## src/rtl/neuron_lif_array_if.sv

```systemverilog
// Impulse and spike channel of the LIF neuron array.
// The sender side (master) offers impulses and observes spikes; the array is the slave.
interface neuron_lif_array_if #(
   parameter int size_vmem = 16,
   parameter int size_idx  = 4
);
   logic                        acc_valid;
   logic                        acc_ready;
   logic        [size_idx-1:0]  acc_idx;
   logic signed [size_vmem-1:0] acc_weight;
   logic                        spike_valid;
   logic        [size_idx-1:0]  spike_idx;

   modport master (
      output acc_valid, acc_idx, acc_weight,
      input  acc_ready, spike_valid, spike_idx
   );

   modport slave (
      input  acc_valid, acc_idx, acc_weight,
      output acc_ready, spike_valid, spike_idx
   );
endinterface

```

## src/rtl/neuron_lif_array.sv

```systemverilog
// Time-multiplexed leaky integrate-and-fire neuron array: saturating impulse
// accumulation while idle, then one leak/threshold sweep per timestep pulse.
module neuron_lif_array #(
   parameter int NUM_NEURONS = 16,
   parameter int size_vmem   = 16,
   parameter int size_idx    = 4,
   parameter int size_refrac = 3
) (
   input  logic                        clk,
   input  logic                        reset,
   neuron_lif_array_if.slave           bus,
   input  logic                        step_start,
   input  logic signed [size_vmem-1:0] threshold,
   input  logic        [3:0]           leak_shift,
   input  logic                        reset_mode,
   input  logic        [size_refrac-1:0] refrac_cfg,
   output logic                        busy,
   output logic                        step_done,
   input  logic        [size_idx-1:0]  rd_idx,
   output logic signed [size_vmem-1:0] rd_vmem
);

   typedef enum logic [1:0] {S_IDLE, S_SWEEP, S_DONE} state_t;

   localparam logic signed [size_vmem-1:0] VMAX = {1'b0, {(size_vmem-1){1'b1}}};
   localparam logic signed [size_vmem-1:0] VMIN = {1'b1, {(size_vmem-1){1'b0}}};
   localparam logic [size_idx-1:0]         LAST = size_idx'(NUM_NEURONS - 1);

   state_t                        r_state;
   logic        [size_idx-1:0]    r_ptr;
   logic signed [size_vmem-1:0]   r_vmem   [NUM_NEURONS];
   logic        [size_refrac-1:0] r_refrac [NUM_NEURONS];

   logic signed [size_vmem-1:0]   r_threshold;
   logic        [3:0]             r_leak_shift;
   logic                          r_reset_mode;
   logic        [size_refrac-1:0] r_refrac_cfg;

   logic                          r_acc_ready;
   logic                          r_busy;
   logic                          r_spike_valid;
   logic        [size_idx-1:0]    r_spike_idx;
   logic                          r_step_done;
   logic signed [size_vmem-1:0]   r_rd_vmem;

   logic signed [size_vmem-1:0]   w_acc_old;
   logic signed [size_vmem-1:0]   w_acc_sum;
   logic                          w_acc_ovf;
   logic signed [size_vmem-1:0]   w_acc_sat;
   logic signed [size_vmem-1:0]   w_cur;
   logic signed [size_vmem-1:0]   w_leak;
   logic signed [size_vmem-1:0]   w_l;

   // NOTE: every signal gets a value before any condition so no latch is inferred.
   always_comb begin
      w_acc_old = r_vmem[bus.acc_idx];
      w_acc_sum = w_acc_old + bus.acc_weight;
      // Overflow only when both operands share a sign that the sum lost.
      w_acc_ovf = (w_acc_old[size_vmem-1] == bus.acc_weight[size_vmem-1]) &&
                  (w_acc_sum[size_vmem-1] != w_acc_old[size_vmem-1]);
      w_acc_sat = w_acc_sum;
      if (w_acc_ovf) begin
         w_acc_sat = w_acc_old[size_vmem-1] ? VMIN : VMAX;
      end

      w_cur  = r_vmem[r_ptr];
      w_leak = '0;
      if (r_leak_shift != 4'd0) begin
         w_leak = w_cur >>> r_leak_shift;
      end
      w_l = w_cur - w_leak;
   end

   // NOTE: sequential state uses non-blocking assignments only, so every
   // right-hand side sees the pre-edge value regardless of statement order.
   always_ff @(posedge clk) begin
      if (reset) begin
         // NOTE: the membrane file is small and must read zero after reset,
         // so it is built from resettable flops rather than a RAM.
         for (int i = 0; i < NUM_NEURONS; i++) begin
            r_vmem[i]   <= '0;
            r_refrac[i] <= '0;
         end
         r_state       <= S_IDLE;
         r_ptr         <= '0;
         r_threshold   <= '0;
         r_leak_shift  <= '0;
         r_reset_mode  <= 1'b0;
         r_refrac_cfg  <= '0;
         r_acc_ready   <= 1'b1;
         r_busy        <= 1'b0;
         r_spike_valid <= 1'b0;
         r_spike_idx   <= '0;
         r_step_done   <= 1'b0;
         r_rd_vmem     <= '0;
      end else begin
         r_spike_valid <= 1'b0;
         r_step_done   <= 1'b0;
         r_rd_vmem     <= r_vmem[rd_idx];

         case (r_state)
            S_IDLE: begin
               // Impulses to a refractory neuron are consumed and dropped.
               if (bus.acc_valid && (r_refrac[bus.acc_idx] == '0)) begin
                  r_vmem[bus.acc_idx] <= w_acc_sat;
               end
               if (step_start) begin
                  r_threshold  <= threshold;
                  r_leak_shift <= leak_shift;
                  r_reset_mode <= reset_mode;
                  r_refrac_cfg <= refrac_cfg;
                  r_ptr        <= '0;
                  r_state      <= S_SWEEP;
                  r_acc_ready  <= 1'b0;
                  r_busy       <= 1'b1;
               end
            end

            S_SWEEP: begin
               if (r_refrac[r_ptr] != '0) begin
                  r_refrac[r_ptr] <= r_refrac[r_ptr] - 1'b1;
                  r_vmem[r_ptr]   <= '0;
               end else if (w_l >= r_threshold) begin
                  r_spike_valid   <= 1'b1;
                  r_spike_idx     <= r_ptr;
                  r_vmem[r_ptr]   <= r_reset_mode ? (w_l - r_threshold) : '0;
                  r_refrac[r_ptr] <= r_refrac_cfg;
               end else begin
                  r_vmem[r_ptr]   <= w_l;
               end

               if (r_ptr == LAST) begin
                  r_state     <= S_DONE;
                  r_step_done <= 1'b1;
               end else begin
                  r_ptr <= r_ptr + 1'b1;
               end
            end

            S_DONE: begin
               r_state     <= S_IDLE;
               r_acc_ready <= 1'b1;
               r_busy      <= 1'b0;
            end

            default: begin
               r_state     <= S_IDLE;
               r_acc_ready <= 1'b1;
               r_busy      <= 1'b0;
            end
         endcase
      end
   end

   assign bus.acc_ready   = r_acc_ready;
   assign bus.spike_valid = r_spike_valid;
   assign bus.spike_idx   = r_spike_idx;
   assign busy            = r_busy;
   assign step_done       = r_step_done;
   assign rd_vmem         = r_rd_vmem;

endmodule

```

## src/flat_wrapper.sv

```systemverilog
// flat-port wrapper written by rule: the top's interface ports become plain ports
module neuron_lif_array_flat 
#(
   parameter int NUM_NEURONS = 16,
   parameter int size_vmem   = 16,
   parameter int size_idx    = 4,
   parameter int size_refrac = 3
)
  (clk, reset, step_start, threshold, leak_shift, reset_mode, refrac_cfg, busy, step_done, rd_idx, rd_vmem, bus_acc_valid, bus_acc_idx, bus_acc_weight, bus_acc_ready, bus_spike_valid, bus_spike_idx);
  neuron_lif_array_if #(.size_vmem(size_vmem), .size_idx(size_idx)) bus_i ();
  input  logic clk;
  input  logic reset;
  input  logic step_start;
  input  logic signed [size_vmem-1:0] threshold;
  input  logic        [3:0] leak_shift;
  input  logic reset_mode;
  input  logic        [size_refrac-1:0] refrac_cfg;
  output logic busy;
  output logic step_done;
  input  logic        [size_idx-1:0] rd_idx;
  output logic signed [size_vmem-1:0] rd_vmem;
  input wire logic [$bits(bus_i.acc_valid)-1:0] bus_acc_valid;
  input wire logic [$bits(bus_i.acc_idx)-1:0] bus_acc_idx;
  input wire logic [$bits(bus_i.acc_weight)-1:0] bus_acc_weight;
  output wire logic [$bits(bus_i.acc_ready)-1:0] bus_acc_ready;
  output wire logic [$bits(bus_i.spike_valid)-1:0] bus_spike_valid;
  output wire logic [$bits(bus_i.spike_idx)-1:0] bus_spike_idx;
  assign bus_i.acc_valid = bus_acc_valid;
  assign bus_i.acc_idx = bus_acc_idx;
  assign bus_i.acc_weight = bus_acc_weight;
  assign bus_acc_ready = bus_i.acc_ready;
  assign bus_spike_valid = bus_i.spike_valid;
  assign bus_spike_idx = bus_i.spike_idx;
  neuron_lif_array #(.NUM_NEURONS(NUM_NEURONS), .size_vmem(size_vmem), .size_idx(size_idx), .size_refrac(size_refrac)) u_core (.clk(clk), .reset(reset), .bus(bus_i), .step_start(step_start), .threshold(threshold), .leak_shift(leak_shift), .reset_mode(reset_mode), .refrac_cfg(refrac_cfg), .busy(busy), .step_done(step_done), .rd_idx(rd_idx), .rd_vmem(rd_vmem));
endmodule
```

## config.mk

```make
export PLATFORM = sky130hd
export DESIGN_NAME = neuron_lif_array_flat
export DESIGN_NICKNAME = d
export VERILOG_FILES = /design/src/rtl/neuron_lif_array_if.sv /design/src/rtl/neuron_lif_array.sv /design/src/flat_wrapper.sv
export SDC_FILE = /design/constraint.sdc
export NUM_CORES = 1
export LEC_CHECK = 0
export CORE_ASPECT_RATIO = 1.1
export CORE_MARGIN = 2
export CORE_UTILIZATION = 45
export CTS_CLUSTER_SIZE = 40
export DETAILED_ROUTE_END_ITERATION = 8
export GPL_TIMING_DRIVEN = 1
export PLACE_DENSITY = 0.68
export SLEW_MARGIN = 20
export SYNTH_ARGS = -nofsm -noshare
export SYNTH_HDL_FRONTEND = slang
export SYNTH_SLANG_ARGS = --single-unit
```

## constraint.sdc

```tcl
create_clock -name clk -period 6.53 [get_ports clk]
set_input_delay 1.6325 -clock clk [delete_from_list [all_inputs] [get_ports clk]]
set_output_delay 1.6325 -clock clk [all_outputs]
set_load 0.01 [all_outputs]
```

Yosys cells after proc, flatten, opt, wreduce, memory -nomap -nowiden --
Memories as Yosys holds them, arrays and structs flattened. A register that Yosys moved wholly into a read port is not among the register bits. Index checks and enable logic that the tools add are counted.
Operators by class: add/subtract/negate cells 5, $lt $le $gt $ge 1, eq/ne operators 7, shift-type cells 1, muxes and demuxes 51, bitwise operators 5, reductions and logical operators 16
Operators with widths (number):
- $mux 16 | 8
- $mux 4 | 9
- $reduce_or 16->1 | 2
- $sub 16x16->16 | 2
- $mux 1 | 26
- $add 16x16->16 | 1
- $ge 16x16->1 | 1
- $sshr 16x4->16 | 1
- $pmux 4 s2 | 1
- $mux 3 | 2
- $reduce_and 2->1 | 3
- $reduce_and 3->1 | 2
- $add 4x1->4 const B | 1
- $eq 4x4->1 const B | 1
- $mux 2 | 2
- $ne 2x2->1 const B | 2
- $pmux 1 s2 | 2
- $pmux 2 s2 | 1
- $reduce_bool 4->1 | 1
- $logic_not 3->1 | 1
- $or 1x1->1 | 3
- $reduce_bool 3->1 | 1
- $reduce_or 3->1 | 1
- $sub 3x1->3 const B | 1
- other kinds (9) | 11
Storage, ports and cells: register bits after elaboration 38, RAM bits 304, output and inout bits 24, memories 2
Memories:
- u_core.r_vmem | words 16, bits a word 16, rd ports 3, clocked after memory_dff 2, wr ports 16, RTL line neuron_lif_array.sv:31 | logic signed [size_vmem-1:0] r_vmem [NUM_NEURONS];
- u_core.r_refrac | words 16, bits a word 3, rd ports 2, clocked after memory_dff 1, wr ports 16, RTL line neuron_lif_array.sv:32 | logic [size_refrac-1:0] r_refrac [NUM_NEURONS];

Depth between registers and ports, before layout --
depth after elaboration 13, mapped depth 30

Least setup slack after synthesis --
No wires, ideal clock.
kind flip-flop to flip-flop, start reg with a tool-made name, end mem u_core.r_refrac[0][1], data pin, library setup time 0.265 ns, arrival 6.307 ns, setup slack -0.042 ns, cell stages (with the launch flop) 27, buffers on the path 6, period minus slack after synthesis 6.572 ns, path through dfxtp_1 buf_4 buf_2 buf_2 buf_2 mux4_2 mux4_2 inv_1 ha_1 inv_1 fa_1 a21o_1 a22oi_1 o211ai_1 or2_2 xor2_1 ha_1 clkbuf_1 and2_1 and3_1 o31ai_1 o21ai_0 nand3_1 nor2_1 mux2i_1 clkbuf_1 nor2_1
RTL lines (RTL line):
- to (decl) | neuron_lif_array.sv:32

==> results_dict.tcl <==
set metrics [dict create \
    wl_per_cell_um 28.8 \
    gp_congestion 0.932 \
    syn_nets 1943 \
    crit_fanout 8 \
    fmax_ghz 0.154 \
    synth_area_leaders "edfxtp_1, mux4_2, dfxtp_1, nor2_1, ha_1" \
    leakage_nw 10.2 \
    cts_hold_buf 0 \
    fin_ws_ns 0.0278 \
    maxCapViolCount 0 \
    setup-tns-final_ns 0 \
    ys_top_cells_by_count "edfxtp_1, mux4_2, nor2_1" \
    core_area_sq_um 50300 \
    die_h_um 241 \
    crit_type "flip-flop to flip-flop" \
    insertion_delay_ns 0.58 \
    final_antenna_net_count 0 \
    p_per_area_nw_per_um2 280 \
    dieArea_sq_um 52700 \
    synth_cells 1835 \
    cts_tree "done" \
    critPathRequiredTime_ns 6.84 \
    cts-root-buf "clkbuf_16" \
    grt_max_degree 58 \
    fin_nets 2230 \
    overflow 0 \
    synth_async_sr_flop_share_pct 0 \
    fin_skew_ns 0.0251 \
    nFillCells 4072 \
    post-synth-top-count-cell "edfxtp_1" \
    io_pins 76 \
    clock-sinks 362 \
    yosysTopAreaCellShare_pct 39.8 \
    avgSynthCellArea_sq_um 12.5 \
    clkSlewWorstSetupHoldPaths_ns 0.06 \
    synth-edff-count 304 \
    grtUsageTotal_pct 30.4 \
    drt_iter0_markers 2418 \
    finalHoldViolations 0 \
    synth_top_cell_by_area "edfxtp_1" \
    slew_headroom_pct 25.4 \
    ys_types 77 \
    slew_violations 0 \
    dieWidth_um 219 \
    worst_slew_pin_slew_ns 1.12 \
    routed_via_density 6.58 \
    start_util_pct 45.6 \
    htreeDepth 2 \
    final_cells 2812 \
    ir_drop_mv 0.273 \
    fin_crit_ns 6.50 \
    grt_pass1_wl_um 116000 \
    rows 86 \
    outcome "complete, no violations" \
    placedCellCount 2696 \
    arrival_ns 6.81 \
    dpl-instance-area_sq_um 26100 \
    syn2layout_area_growth_pct 24.2 \
    wirelength_um 81000 \
    vias 18500 \
    antenna_found_initial 1 \
    slowest_delay_ns 0.53 \
    holdCritPathClass "flip-flop to flip-flop" \
    start_kind "flip-flop" \
    final_core_util_pct 56.6 \
    grt_pass1_vias 18300 \
    drc 0 \
    hpwl_um 52900 \
    ys_warn_count 0 \
    final_cell_area_sq_um 28500 \
    setup_viol 0 \
    critPathSlowestCell "mux4_2" \
    drive_gt1_share_pct 38.4 \
    port_buffers 75 \
    ys_seq_elements 362 \
    cp-end-kind "flip-flop" \
    synth.cell_area_sq_um 22900 \
    ctsLongestPathBuffers 3 \
    yosysSeqAreaShare_pct 44.9 \
    dr.pass1.iters 5 \
    synth_top_flop_cell "edfxtp_1" \
    dpl_worst_slack_ns -0.568 \
    numCtsBuffers 41 \
    min_period_over_period_pct 99.6 \
]
state kept, by name, indices dropped and copies added (netlist names), named ones only:
register,cells
u_core.r_vmem,256
u_core.rd_vmem,16
u_core.bus.spike_valid,1
u_core.r_leak_shift,4
u_core.step_done,1
u_core.r_refrac,48
u_core.r_refrac_cfg,3
u_core.bus.spike_idx,4
u_core.r_ptr,4
u_core.r_reset_mode,1
u_core.r_threshold,16
u_core.busy,1
u_core.bus.acc_ready,1
u_core.r_state,2
worst paths after layout:
path / from / to / slack (ns) / cells past startpoint
worst max-delay path: flip-flop / u_core.r_vmem[4][15] / 0.03 / 28
worst min-delay path: u_core.bus.acc_ready / u_core.bus.acc_ready / 0.45 / 2
worst max register to register: flip-flop / u_core.r_vmem[4][15] / 0.03 / 28
worst min register to register: u_core.bus.acc_ready / u_core.bus.acc_ready / 0.45 / 2
critical path, delay by kind of cell, from the launching register on:
| family | cells | cell delay, ns |
|---|---|---|
| AO/OA/AOI/OAI | 13 | 2.72 |
| XOR/XNOR | 1 | 0.21 |
| adder cells (fa/ha/maj) | 2 | 0.67 |
| buffers and inverters | 7 | 1.05 |
| flip-flops | 1 | 0.46 |
| multiplexers | 1 | 0.53 |
| AND/OR/NAND/NOR | 4 | 0.60 |
logic make-up (layout without fill, tap and decap cells):
family / count (synthesis) / in the layout / synth area share [%]
simple gates: 679 / 680 / 14.3
fa+ha+maj: 56 / 56 / 3.16
buf+inv: 177 / 489 / 3.56
other cells: 0 / 1 / 0
flops: 362 / 362 / 44.9
mux: 265 / 265 / 24.8
compound gates: 255 / 258 / 7.74
xor+xnor: 41 / 41 / 1.57
per-layer routing:
metal / GRT usage [%] / wire [um] / up-vias
li1: - / - / 7654
met1: 37.3 / 27500 / 9125
met2: 49.1 / 38000 / 1374
met3: 8.05 / 9960 / 339
met4: 16.9 / 5490 / 0
met5: 0 / 0 / -
layout by cell type (no fill, tap or decap), types with 7 or more instances in the layout:
cell             instances
a22oi_2                 22
xor2_1                  17
nand4_1                 11
buf_4                  270
nand2_2                  8
clkinv_1                 8
and3_1                   8
mux2_2                   8
mux4_2                 240
nand2b_1                45
a22oi_1                  9
o211ai_1                 8
nor2b_1                 25
a21oi_1                 70
a221oi_2                 9
ha_1                    45
nor2_2                  81
nor4_1                   8
a211oi_1                 7
clkdlybuf4s50_1         70
a22o_4                   7
mux2i_1                 11
dfxtp_1                 55
o21ai_0                 19
nand3_1                 16
clkbuf_16               44
buf_12                  26
nor2_4                  12
nor3_1                  70
clkbuf_1                 8
nand2_1                143
edfxtp_1               304
xnor2_1                 18
a21o_1                  18
a21oi_2                 14
nor2_1                 225
inv_1                   38
power breakdown:
part	leakage [nW]	internal (W)	switching (W)
registers	3.62	0.00261	0.0000798
clock network	0.621	0.00132	0.000996
logic	6.00	0.00138	0.00159
total	10.2	0.00531	0.00267
timing repair:
item | in CTS | in global routing
setup buffers | 6 | 32
gates resized for setup | 31 | 109
cloned | 3 | 4
pin swaps | 12 | 55
endpoints found under the setup margin | 352 | 357
metrics by stage:
stage / hold WS, ns / total power [W]
global route: 0.470 / 0.00823
detailed placement: 0.437 / 0.00529
CTS: 0.447 / 0.00768
global placement: 0.431 / 0.00526
floorplan: 0.436 / 0.00422
finish: 0.448 / 0.00798
final cells by class:
type | count | area (sq um) | area share (%)
multi-input cells | 1300 | 12500 | 43.8
repair buffers | 378 | 3420 | 12.0
inverters | 39 | 146 | 0.514
diodes | 1 | 2.50 | 0.00879
flip-flops and latches | 362 | 10300 | 36.2
clock buffers | 49 | 1060 | 3.71
clock inverters | 23 | 240 | 0.844
well taps | 660 | 826 | 2.90
Power figures use the tool's default switching activity.
